==> src/rtl/approx_sweep_pkg.sv <==
// Shared widths, FSM state encoding and the S1 pipeline record for the
// approximate-multiplier error sweep.
package approx_sweep_pkg;

  localparam int unsigned OPW  = 8;
  localparam int unsigned PW   = 16;
  localparam int unsigned CNTW = 17;
  localparam int unsigned SUMW = 32;

  typedef enum logic [1:0] {
    IDLE,
    SWEEP,
    DRAIN,
    DONE
  } state_e;

  typedef struct packed {
    logic [OPW-1:0] a;
    logic [OPW-1:0] x;
    logic [PW-1:0]  approx;
    logic [PW-1:0]  exact;
    logic           valid;
  } s1_t;

endpackage

==> src/rtl/approx_mult_sweep_ctrl_err_accum.sv <==
// S2 of the sweep pipeline: error counters, absolute/signed error sums and
// first-occurrence worst-case tracking. SIGNED_BIAS_EN adds the signed sum.
module err_accum
  import approx_sweep_pkg::*;
(
  input  logic            clk_i,
  input  logic            rst_i,
  input  logic            clear_i,
  input  logic            en_i,
  input  logic [OPW-1:0]  a_i,
  input  logic [OPW-1:0]  x_i,
  input  logic [PW-1:0]   approx_i,
  input  logic [PW-1:0]   exact_i,
  output logic [CNTW-1:0] correct_cnt_o,
  output logic [CNTW-1:0] err_cnt_o,
  output logic [SUMW-1:0] sum_abs_err_o,
  output logic [PW-1:0]   max_abs_err_o,
  output logic [OPW-1:0]  max_err_a_o,
  output logic [OPW-1:0]  max_err_x_o
`ifdef SIGNED_BIAS_EN
  ,
  output logic [SUMW:0]   sum_signed_err_o
`endif
);

  logic [CNTW-1:0] correct_q, err_q;
  logic [SUMW-1:0] sum_q;
  logic [PW-1:0]   max_q;
  logic [OPW-1:0]  max_a_q, max_x_q;
  logic [PW:0]     diff, abs_full;
  logic [PW-1:0]   abs_err;

  // Exact minus approx at 17 bits; magnitude always fits in 16.
  assign diff     = {1'b0, exact_i} - {1'b0, approx_i};
  assign abs_full = diff[PW] ? ({(PW+1){1'b0}} - diff) : diff;
  assign abs_err  = abs_full[PW-1:0];

  always_ff @(posedge clk_i or posedge rst_i) begin
    if (rst_i) begin
      correct_q <= '0;
      err_q     <= '0;
      sum_q     <= '0;
      max_q     <= '0;
      max_a_q   <= '0;
      max_x_q   <= '0;
    end else if (clear_i) begin
      correct_q <= '0;
      err_q     <= '0;
      sum_q     <= '0;
      max_q     <= '0;
      max_a_q   <= '0;
      max_x_q   <= '0;
    end else if (en_i) begin
      if (approx_i == exact_i) begin
        correct_q <= correct_q + CNTW'(1);
      end else begin
        err_q <= err_q + CNTW'(1);
      end
      sum_q <= sum_q + {{(SUMW-PW){1'b0}}, abs_err};
      // Strictly greater keeps the earliest pair on ties.
      if (abs_err > max_q) begin
        max_q   <= abs_err;
        max_a_q <= a_i;
        max_x_q <= x_i;
      end
    end
  end

`ifdef SIGNED_BIAS_EN
  logic [SUMW:0] ssum_q;
  logic [PW:0]   sdiff;

  assign sdiff = {1'b0, approx_i} - {1'b0, exact_i};

  always_ff @(posedge clk_i or posedge rst_i) begin
    if (rst_i) begin
      ssum_q <= '0;
    end else if (clear_i) begin
      ssum_q <= '0;
    end else if (en_i) begin
      ssum_q <= ssum_q + {{(SUMW-PW){sdiff[PW]}}, sdiff};
    end
  end

  assign sum_signed_err_o = ssum_q;
`endif

  assign correct_cnt_o = correct_q;
  assign err_cnt_o     = err_q;
  assign sum_abs_err_o = sum_q;
  assign max_abs_err_o = max_q;
  assign max_err_a_o   = max_a_q;
  assign max_err_x_o   = max_x_q;

endmodule

==> src/rtl/multiplier_8x8.sv <==
// Behavioural stand-in for the 8x8 approximate multiplier under test:
// a truncating multiplier whose low four product bits are forced to zero.
module multiplier_8x8 (
  input  logic [7:0]  A,
  input  logic [7:0]  X,
  output logic [15:0] product
);

  logic [15:0] full;

  assign full    = {8'd0, A} * {8'd0, X};
  assign product = full & 16'hFFF0;

endmodule

==> src/rtl/approx_mult_sweep_ctrl.sv <==
// Sweep controller: walks flat index {A,X} through multiplier_8x8 in a
// three-stage pipeline and accumulates error statistics. SIGNED_BIAS_EN adds sum_signed_err.
module approx_mult_sweep_ctrl
  import approx_sweep_pkg::*;
#(
  parameter logic [15:0] SWEEP_LAST = 16'hFFFF
) (
  input  logic            clk,
  input  logic            rst,
  input  logic            start,
  output logic            busy,
  output logic            done,
  output logic [CNTW-1:0] correct_cnt,
  output logic [CNTW-1:0] err_cnt,
  output logic [SUMW-1:0] sum_abs_err,
  output logic [PW-1:0]   max_abs_err,
  output logic [OPW-1:0]  max_err_a,
  output logic [OPW-1:0]  max_err_x
`ifdef SIGNED_BIAS_EN
  ,
  output logic [SUMW:0]   sum_signed_err
`endif
);

  state_e        state_q;
  logic [PW-1:0] cnt_q;
  logic          busy_q, done_q;
  logic          start_accept;
  logic          issue_valid;
  logic [PW-1:0] approx, exact;
  s1_t           s1_d, s1_q;

  assign start_accept = start && ((state_q == IDLE) || (state_q == DONE));
  assign issue_valid  = (state_q == SWEEP);

  always_ff @(posedge clk or posedge rst) begin
    if (rst) begin
      state_q <= IDLE;
      cnt_q   <= '0;
      busy_q  <= 1'b0;
      done_q  <= 1'b0;
    end else begin
      case (state_q)
        IDLE, DONE: begin
          if (start) begin
            state_q <= SWEEP;
            cnt_q   <= '0;
            busy_q  <= 1'b1;
            done_q  <= 1'b0;
          end
        end
        SWEEP: begin
          if (cnt_q == SWEEP_LAST) begin
            state_q <= DRAIN;
          end else begin
            cnt_q <= cnt_q + PW'(1);
          end
        end
        DRAIN: begin
          if (!issue_valid && !s1_q.valid) begin
            state_q <= DONE;
            busy_q  <= 1'b0;
            done_q  <= 1'b1;
          end
        end
        default: state_q <= IDLE;
      endcase
    end
  end

  multiplier_8x8 u_mult (
    .A       (cnt_q[15:8]),
    .X       (cnt_q[7:0]),
    .product (approx)
  );

  assign exact = {8'd0, cnt_q[15:8]} * {8'd0, cnt_q[7:0]};

  always_comb begin
    s1_d        = s1_q;
    s1_d.a      = cnt_q[15:8];
    s1_d.x      = cnt_q[7:0];
    s1_d.approx = approx;
    s1_d.exact  = exact;
    s1_d.valid  = issue_valid;
  end

  always_ff @(posedge clk or posedge rst) begin
    if (rst) begin
      s1_q <= '0;
    end else begin
      s1_q <= s1_d;
    end
  end

  err_accum u_accum (
    .clk_i            (clk),
    .rst_i            (rst),
    .clear_i          (start_accept),
    .en_i             (s1_q.valid),
    .a_i              (s1_q.a),
    .x_i              (s1_q.x),
    .approx_i         (s1_q.approx),
    .exact_i          (s1_q.exact),
    .correct_cnt_o    (correct_cnt),
    .err_cnt_o        (err_cnt),
    .sum_abs_err_o    (sum_abs_err),
    .max_abs_err_o    (max_abs_err),
    .max_err_a_o      (max_err_a),
    .max_err_x_o      (max_err_x)
`ifdef SIGNED_BIAS_EN
    ,
    .sum_signed_err_o (sum_signed_err)
`endif
  );

  assign busy = busy_q;
  assign done = done_q;

endmodule

==> config.mk <==
export PLATFORM = sky130hd
export DESIGN_NAME = approx_mult_sweep_ctrl
export DESIGN_NICKNAME = d
export VERILOG_FILES = /design/src/rtl/approx_sweep_pkg.sv /design/src/rtl/approx_mult_sweep_ctrl_err_accum.sv /design/src/rtl/multiplier_8x8.sv /design/src/rtl/approx_mult_sweep_ctrl.sv
export SDC_FILE = /design/constraint.sdc
export NUM_CORES = 1
export LEC_CHECK = 0
export CAP_MARGIN = 20
export CORE_MARGIN = 4
export CORE_UTILIZATION = 45
export CTS_BUF_LIST = sky130_fd_sc_hd__clkbuf_8
export CTS_CLUSTER_DIAMETER = 120
export DETAILED_ROUTE_END_ITERATION = 8
export GPL_ROUTABILITY_DRIVEN = 0
export PLACE_DENSITY = 0.67
export SYNTH_ARGS = -nofsm -noshare
export SYNTH_HDL_FRONTEND = slang
export SYNTH_SLANG_ARGS = --single-unit
export TNS_END_PERCENT = 100
==> constraint.sdc <==
create_clock -name clk -period 5.4 [get_ports clk]
set_input_delay 1.08 -clock clk [delete_from_list [all_inputs] [get_ports clk]]
set_output_delay 1.08 -clock clk [all_outputs]
set_load 0.1 [all_outputs]
# [After elaboration in Yosys (flattened, before gate mapping)]
# Cells that the tools add are included.
# W data, S select, Z words.
[totals] reg_bits=163 in_bits=3 wordCells=82
[classes] addsub=6 mul=1 magnitude_cmp=1 eq_ne=10 n_mux=31 reduce_logical=18
[op_table] operator="$mux W17" count=6
[op_table] operator="$mux W16" count=6
[op_table] operator="$mux W32" count=2
[op_table] operator="$mux W8" count=6
[op_table] operator="$add A17 B1 Y17 const B" count=2
[op_table] operator="$add A32 B16 Y32" count=1
[op_table] operator="$pmux W16 S2" count=1
[op_table] operator="$sub A16 B16 Y17" count=1
[op_table] operator="$add A16 B1 Y16 const B" count=1
[op_table] operator="$eq A16 B16 Y1" count=1
[op_table] operator="$eq A16 B16 Y1 const B" count=1
[op_table] operator="$gt A16 B16 Y1" count=1
[op_table] operator="$mul A8 B8 Y16" count=1
[op_table] operator="$sub A1 B16 Y16 const A" count=1
[op_table] operator="$reduce_bool A2 Y1" count=5
[op_table] operator="$reduce_and A3 Y1" count=3
[op_table] operator="$ne A2 B2 Y1 const B" count=4
[op_table] operator="$mux W2" count=3
[op_table] operator="$pmux W2 S3" count=1
[op_table] operator="$reduce_and A2 Y1" count=3
[op_table] operator="$eq A2 B2 Y1 const B" count=2
[op_table] operator="$mux W1" count=4
[op_table] operator="$pmux W1 S2" count=2
[op_table] operator="$eq A2 B1 Y1 const B" count=1
[op_table] operator="other kinds (6)" count=8

# [Logic depth before layout (Yosys ltp)]
[depth] depth_word=7 ltp_mapped=9 ltp_nobuf=8

# [Cells and area by module]
# A second synthesis with hierarchy kept.
[hier_totals] cells_unflattened=1543 area_unflattened_um2=13845.8
[modules_own_cells] module="err_accum" instances=1 cells_per_inst=832 area_each_um2=7038.0 seq_area_each_um2=2452.4
[modules_own_cells] module="approx_mult_sweep_ctrl" instances=1 cells_per_inst=469 area_each_um2=4718.3 seq_area_each_um2=1726.7
[modules_own_cells] module="multiplier_8x8" instances=1 cells_per_inst=242 area_each_um2=2089.5 seq_area_each_um2=0.0

# [Worst setup path before layout]
# Ideal clock, no wire load.
[synth_timing] kind="reg2reg" startpoint="register u_accum.sum_q[0], in the netlist u_accum.sum_abs_err_o[0]" endpoint="register u_accum.sum_q[30], in the netlist u_accum.sum_abs_err_o[30]" arrival_ns=2.718 t_required_ns=5.326 slack_ns=2.608 stages_incl_launch_ff=9 path_buffers=0 synth_period_minus_slack_ns=2.792 cell_sequence="dfrtp_1 ha_1 inv_1 fa_1 nand2b_1 a211oi_2 nand4_1 xor2_1 nor2_1"
[synth_via] elab_chain_cells=3
[synth_rtl] item="start, declared" line_no="approx_mult_sweep_ctrl_err_accum.sv:27" rtl="logic [SUMW-1:0] sum_q;"
[synth_rtl] item="start signal, assigned" line_no="approx_mult_sweep_ctrl_err_accum.sv:59" rtl="sum_q <= sum_q + {{(SUMW-PW){1'b0}}, abs_err};"
[synth_rtl] item="$add A32 B16 Y32" line_no="approx_mult_sweep_ctrl_err_accum.sv:59"
[synth_rtl] item="$mux W32" line_no="approx_mult_sweep_ctrl_err_accum.sv:53" rtl="end else if (en_i) begin"
[synth_rtl] item="$mux W32" line_no="approx_mult_sweep_ctrl_err_accum.sv:46" rtl="end else if (clear_i) begin"
# No other way between the ends. The select of a mux whose other input is x is not followed.
# A chain may end at the register's enable or synchronous reset.

# [Final worst setup path]
[layout_timing] startpoint="register u_accum.sum_q[7], in the netlist u_accum.sum_abs_err_o[7]" endpoint="output sum_abs_err[7]"
[layout_rtl] item="end, declared" line_no="approx_mult_sweep_ctrl.sv:15" rtl="output logic [SUMW-1:0] sum_abs_err,"
# No word-level cell between the ends.

==> results.md <==
- Status: complete, no violations
- TritonCTS clock tree: done
- Hold buffer count at CTS: 0
- Crit-path max cell delay: 1.18 ns
- Final Hold Fails: 0
- Final Skew: 0.0112 ns
- Max_cap viols: 0
- Post-CTS Resized: 0
- Most frequent cells in the layout: dfrtp_1, nor2_1, clkdlybuf4s50_1, xor2_1, nand2_1
- Area leader, netlist: dfrtp_1
- Worst VDD drop: 0.000163 V
- Post-synthesis instance total: 614
- Hold slack: 0.457 ns
- Worst-path fanout max: 8
- Least-Margin Pin Slew: 1.02 ns
- Total global-route track usage: 17.7%
- LEAKAGE: roughly 3.4 nW
- First-pass DRT Iterations: 5
- I/O pins: approximately 100
- 1st-iter DRT viols: 271
- Main flop type after synthesis: dfrtp_1
- Setup TNS: 0 ns
- Synth top area cells: dfrtp_1, nor2_1, xor2_1
- Largest net degree at the start of global routing: 61
- Hold Crit Class: reg2reg
- N_diodes: 0
- Syn avg cell area: 10.1 um^2
- Clock transition at path regs: about 0.07 ns
- Fmax: 314 MHz
- Post-Syn Area: roughly 6200 um^2
- Number of synthesized flops with an enable pin: 0
- RR Startpoint: s1_q[1]
- First-pass GRT wire length: ~23 mm
- Yosys warns: 0
- PwrDens: 324 nW/um^2
- Post-route ant nets: 0
- Num CTS Buffers: 17
- Worst hold start: cnt_q[6]
- Final nets: about 730
- Die height: 126 um
- Vias in the first global route: 4642
- Clock root buffer master: clkbuf_8
- Cell family with most CP delay: buffers and inverters
- Synthesis-to-layout area growth: 24.5%
- Die extent in x: 126 um
- Top-area cell type share of the netlist area: 51.0%
- Row cnt: 42
- CP Class: reg2out
- Post-CTS Repair Setup Buffers: 0
- WL per Instance: approximately 15 um
- Layout cells sized above 1: 6.95%
- Final period util: 58.9%
- Required time worst endpoint: 4.32 ns
- # DRC: 0
- Final HPWL DP: 9.57 mm
- # setup viols final: 0
- Post-synth ARST share: 100%
- Startpoint Class: flip-flop
- Core area: 13400 um^2
- Drt total wl: about 14 mm
- # clock sinks: ~130
- Worst path bufs/invs: 1
- Worst skew pair latency: 0.44 ns
- Vias: approximately 4.8k
- Initial core utilization: 46.5%
- Yosys reg bits: between 100 and 150
- Initial antenna violation count: 0
- H-tree depth: 4
- PortBufs: 90
- Slew margin rel.: 31.8%
- Unique masters post-synth: 48
- Slowest cell on the critical path: clkdlybuf4s50_1
- Critical Path, Cell by Cell: clkdlybuf4s50_1
- Crit path time final: 3.18 ns
- RSZ-0062 raised after global routing: false
- Grt ovf: 0
- Critical Path Source: u_accum.sum_abs_err_o[7]
- Crit path DAT: 2.10 ns
- Mean number of vias per cell: 5.36
- Most common cell after layout, fill and taps aside: dfrtp_1
- Final max-slew violation count: 0
- Crit. End Element: primary output
- Max Root-Sink Buffers: 2
- Register area share after synthesis: between 50% and 60%
- FILL cells: 1143
- DIE AREA: 15800 um^2
==> cell type report <==
cell class | count | area [um^2] | area share [%]
clock buffer | 21 | 289 | 3.73
clock inverter | 11 | 185 | 2.39
inverter | 14 | 55.1 | 0.710
multi-input combinational | 450 | 2870 | 37.0
sequential | 127 | 3180 | 41.0
tap | 176 | 220 | 2.84
timing repair buffer | 96 | 958 | 12.4
==> where the power goes <==
part | internal [W] | leakage, nW | switching (W)
clock | 0.000596 | 0.243 | 0.000364
combinational | 0.000124 | 1.38 | 0.000380
sequential | 0.000988 | 1.76 | 0.0000596
total | 0.00171 | 3.38 | 0.000804
==> cells in the mapped netlist, types with 2 or more instances <==
cell type	count
and3_1	10
o211ai_1	5
or4_1	6
nor3_1	13
nand2b_1	3
nor3b_1	2
nor4b_1	2
nand3_1	33
nor4_1	8
nor2_1	98
nand4_1	26
o21bai_1	2
nor2b_1	4
ha_1	18
o21ai_1	2
a21oi_1	20
o21ai_0	13
buf_4	12
clkbuf_1	18
xor2_1	40
and4_1	7
dfrtp_1	127
or3_1	7
xnor2_1	29
buf_2	3
o31ai_1	3
nand2_1	37
mux2i_1	25
inv_1	14
and2_1	9
==> worst paths after layout <==
| check | cells after the start | endpoint | slack, ns |
|---|---|---|---|
| worst max register to register | 8 | u_accum.sum_abs_err_o[30] | 2.86 |
| worst min-delay path | 0 | s1_q[39] | 0.46 |
| max in group asynchronous | 3 | s1_q[38] | 3.39 |
| min in group asynchronous | 2 | u_accum.max_err_x_o[0] | 1.02 |
| worst min register to register | 0 | s1_q[39] | 0.46 |
| worst max-delay path | 1 | sum_abs_err[7] | 2.22 |
==> logic make-up after synthesis <==
logic type	after synthesis	synth area share, %
multiplexers	26	4.20
flip-flops	127	51.0
adder cells (fa/ha/maj)	19	3.94
buffers and inverters	48	3.68
AO/OA/AOI/OAI	54	5.48
XOR/XNOR	69	9.70
other	1	0.0602
AND/OR/NAND/NOR	270	21.9
==> sequential cells by signal, summed over array words and instances (netlist names) <==
name	flops
cnt_q	16
done	1
s1_q	21
u_accum.err_cnt_o	17
u_accum.sum_abs_err_o	32
u_accum.correct_cnt_o	17
u_accum.max_err_a_o	8
busy	1
u_accum.max_abs_err_o	4
u_accum.max_err_x_o	8
state_q	2
==> layer usage <==
layer	up-vias	track usage (%)	part of all wire, %	wire length, um
li1	2289	-	-	-
met1	2372	22.5	43	5870
met2	125	29.8	52	7080
met3	11	4.28	4.9	677
met4	0	6.38	0.89	123
met5	-	0	0	0
==> metrics by stage <==
| stage | setup slack (ns) | util, % | instances | area [um^2] | total power, W |
|---|---|---|---|---|---|
| 6_report | 2.22 | 57.9 | 895 | 7750 | 0.00251 |
| 4_1_cts | 2.18 | 57.7 | 893 | 7730 | 0.00252 |
| 5_1_grt | 2.15 | 57.9 | 895 | 7750 | 0.00263 |
| 3_5_place_dp | 2.01 | 54.1 | 861 | 7250 | 0.00156 |
| 2_1_floorplan | 0.936 | - | 625 | 6270 | 0.00145 |
| 3_3_place_gp | 2.10 | 54.1 | 861 | 7250 | 0.00155 |
Power figures use the tool's default switching activity.
